===== config.mk =====
export PLATFORM = sky130hd
export DESIGN_NAME = button_conditioner
export DESIGN_NICKNAME = d
export VERILOG_FILES = /design/src/rtl/button_conditioner.sv
export SDC_FILE = /design/constraint.sdc
export NUM_CORES = 1
export LEC_CHECK = 0
export CORE_MARGIN = 2
export CORE_UTILIZATION = 47
export DETAILED_ROUTE_END_ITERATION = 6
export GPL_TIMING_DRIVEN = 0
export PLACE_DENSITY = 0.72
export SETUP_SLACK_MARGIN = 0.3
export SLEW_MARGIN = 25
export SYNTH_ARGS = -nofsm -noshare
export SYNTH_HDL_FRONTEND = slang
export SYNTH_SLANG_ARGS = --single-unit

===== constraint.sdc =====
create_clock -name clk -period 1.26 [get_ports clk]
set_input_delay 0.252 -clock clk [delete_from_list [all_inputs] [get_ports clk]]
set_output_delay 0.252 -clock clk [all_outputs]
set_load 0.03 [all_outputs]

===== src/rtl/button_conditioner.sv =====
// Multi-channel pushbutton front end: two-flop synchroniser, tick-sampled debounce
// counter per channel, and a registered one-cycle pulse on each accepted press.
module button_conditioner #(
  parameter int N_BTN        = 4,
  parameter int STABLE_TICKS = 4,
  localparam int CNT_W       = $clog2(STABLE_TICKS + 1)
) (
  input  logic             clk,
  input  logic             reset,
  input  logic             tick,
  input  logic [N_BTN-1:0] btn_in,
  output logic [N_BTN-1:0] level,
  output logic [N_BTN-1:0] pulse,
  output logic             any_pulse
);

  localparam logic [CNT_W-1:0] CNT_LAST = CNT_W'(STABLE_TICKS - 1);

  logic [N_BTN-1:0] sync_a;
  logic [N_BTN-1:0] sync;
  logic [N_BTN-1:0] level_d;
  logic [CNT_W-1:0] cnt [N_BTN];

  always_ff @(posedge clk) begin
    if (reset) begin
      sync_a  <= '0;
      sync    <= '0;
      level   <= '0;
      level_d <= '0;
      pulse   <= '0;
      for (int i = 0; i < N_BTN; i++) cnt[i] <= '0;
    end else begin
      sync_a  <= btn_in;
      sync    <= sync_a;
      level_d <= level;
      pulse   <= level & ~level_d;
      if (tick) begin
        for (int i = 0; i < N_BTN; i++) begin
          // Any sample agreeing with the current level throws away partial progress.
          if (sync[i] == level[i]) begin
            cnt[i] <= '0;
          end else if (cnt[i] == CNT_LAST) begin
            level[i] <= sync[i];
            cnt[i]   <= '0;
          end else begin
            cnt[i] <= cnt[i] + CNT_W'(1);
          end
        end
      end
    end
  end

  assign any_pulse = |pulse;

endmodule

==> impl_results.md <==
* Post-Syn Instances at 94
* RSZ-0062 raised after global routing: yes
* Unique cell type count in the Yosys netlist at 19
* Most frequent cells in the layout: edfxtp_1 (12), dfxtp_1 (12), buf_6 (11), nor2b_1 (11), nor4_4 (7)
* Worst rel slew slack at 64.7%
* CP max-delay cell: or4_4
* # H-tree levels at 2
* CP Capture Type: primary output
* Post-synth net total at approximately 110
* Die height at 55.5 um
* Synth Cell Area at 0.00125 mm^2
* Global-route wire length before repair at 3640 um
* Count of warnings emitted by yosys at 0
* Initial antenna violation count at 0
* Drt total wl at between 2000 and 2500 um
* Standard-cell rows at 18
* Final setup violating endpoints at 2
* Hold Vio Cnt, Final at 0
* Mean Syn Cell Area at 13.3 um^2
* Async set or reset register ratio after synthesis at 0%
* Status: finished with violations
* Worst setup margin at -0.305 ns
* Maxcap violations at 0
* VDD IR max at 0.000922 V
* RePlAce Congestion at between 0.6 and 0.7
* Seq cells post-synth at 32
* Worst setup path category: register to primary output
* CP delay by family, top: simple AND/OR/NAND/NOR gates
* 1st-iter DRT viols at 4
* Area growth syn-to-layout at 44.2%
* Part of the Yosys area used for sequential elements at 61.0%
* Buf/Inv on CP at 1
* CP Data Required Time at approximately 1.0 ns
* First-pass iteration count of the detailed router at 2
* Clock buffer depth at 2
* Hold_buf cts at 0
* Fin crit share at 124%
* Final Max Tran Viols at 0
* Pre-CTS WS at -0.510 ns
* Failing checks: setup timing
* Total CTS buffers at 5
* DIE AREA at 0.00308 mm^2
* Reg2reg path depth at 3
* RR Endpoint: cnt[1][2]
* Total number of vias at 799
* Fmax at 639 MHz
* Slew @ Worst Pin at 0.526 ns
* Fin cells at 152
* Crit start category: register
* Clk_lat worst skew at ~0.32 ns
* CTS root buf: clkbuf_4
* Hold path startpoint: tick
* Setup TNS at -0.326 ns
* Critical path's largest stage delay at 0.52 ns
* Placed inst area at 0.00152 mm^2
* Post-route ant nets at 0
* Clk_skew at 0.00827 ns
* Clk sinks at 32
* Antenna cell count at 0
* P_leak at 0.653 nW
* Core ar. at 0.00250 mm^2
* Initial Util at 49.8%
* Vias in the first global route at 829
* Hold Crit Depth at 3
* Post-route cell area at ~0.0018 mm^2
* Worst-path maximum fanout at 2
* HPWL after DPL at 1420 um
* CTS tree: done
* Share of layout cells above drive strength 1 at 53.3%
* Final net count at about 140
* Port Buf Inserts at 14
* R2r setup slk at 0.02 ns
* DR WL/cell at 14.3 um
* Die width at 55.5 um
* Vias/cell at 5.26
* Hold Path Class: primary input to register
* Top_reg_cell synth: dfxtp_1
* CP Cell Sequence: or4_4 -> buf_6
* Clk pin slew, worst setup/hold paths at 0.09 ns
* Placed cell count at 138
* Largest net degree at the start of global routing at 13
* GRT overflow at 0
* Reg2reg start: cnt[1][0]
* # DRC at 0
* Global-route usage over all layers at between 10% and 20%
* Number of top-level pins at 16
* Hold EP: level[0]
* Pwr Density at 1000 mW/mm^2
* Final min period at 1.57 ns
* Critical path arrival at 1.31 ns
* Hold WS at approximately 0.24 ns
* Post-synth EDFFs at 12
[metal layers]
layer | share of wire (%) | track usage [%] | vias to the layer above
li1 | - | - | 396
met1 | 45 | 17.2 | 387
met2 | 50 | 26.7 | 12
met3 | 3.5 | 4.92 | 4
met4 | 2.0 | 9.41 | 0
met5 | 0 | 0 | -
[area by class of cell]
cell class                      instances  area [um^2]
Buffer                                  3         33.8
Clock buffer                            8         48.8
Fill cell                             170          703
Inverter                                4         15.0
Multi-Input combinational cell         55          683
Sequential cell                        32          783
Tap cell                               30         37.5
Timing Repair Buffer                   20          195
[repair_timing]
action,4_1_cts,5_1_grt
setup endpoints to repair,45,25
buffers inserted,5,1
resized for setup,76,14
cloned,0,0
endpoints found under the hold margin,0,0
pin swaps,2,0
[cells in the mapped netlist, types with 2 or more instances]
| cell | n | area (um^2) |
|---|---|---|
| a21bo_2 | 4 | 40.0 |
| a21oi_1 | 4 | 20.0 |
| and2b_1 | 5 | 37.5 |
| dfxtp_1 | 20 | 400 |
| edfxtp_1 | 12 | 360 |
| ha_1 | 8 | 100 |
| inv_1 | 4 | 15.0 |
| nand3_1 | 4 | 20.0 |
| nor2b_1 | 11 | 68.8 |
| nor4_1 | 8 | 50.1 |
| nor4b_1 | 2 | 17.5 |
| nor4b_2 | 2 | 30.0 |
| xnor2_1 | 4 | 35.0 |
[where the power goes]
part | leakage, nW | internal (mW) | switching (mW) | total (mW)
clock network | 0.0265 | 0.222 | 0.308 | 0.530
registers | 0.302 | 1.09 | 0.0143 | 1.11
logic | 0.324 | 0.0839 | 0.0829 | 0.167
total | 0.653 | 1.40 | 0.405 | 1.80
[kinds of logic (layout without fill, tap and decap cells)]
kind of cell | after synthesis | after routing | share of synthesized area, %
simple gates | 35 | 35 | 20.2
flops | 32 | 32 | 61.0
fa+ha+maj | 8 | 8 | 8.03
compound gates | 8 | 8 | 4.82
buf+inv | 7 | 35 | 3.11
xor+xnor | 4 | 4 | 2.81
[tightest hold or removal path, delay by kind of cell]
family                 cells  cell delay [ns]
buffers and inverters      1             0.12
AND/OR/NAND/NOR            1             0.10
AO/OA/AOI/OAI              1             0.06
[sequential cells by signal, indices dropped and copies added (netlist names)]
name	count
sync_a	4
cnt	12
level	4
level_d	4
sync	4
pulse	4
[stage by stage]
step / util, % / power, mW
after global routing: 71.9 / 1.89
after CTS: 67.7 / 1.80
after global placement: 60.7 / 1.24
final: 71.9 / 1.80
after floorplan: - / 1.21
after detailed placement: 60.7 / 1.25
[worst max-delay path by stage]
stage | endpoint | startpoint | depth (start not counted) | slack [ns]
final | any_pulse | pulse[3] | 2 | -0.31
after global placement | cnt[0][0] | reset | 3 | -0.47
after CTS | any_pulse | pulse[3] | 2 | -0.32
after global routing | any_pulse | pulse[3] | 2 | -0.35
after detailed placement | cnt[0][2] | reset | 3 | -0.51
after floorplan | any_pulse | pulse[2] | 1 | 0.05
Note: power is estimated with default switching activity, not from simulation.
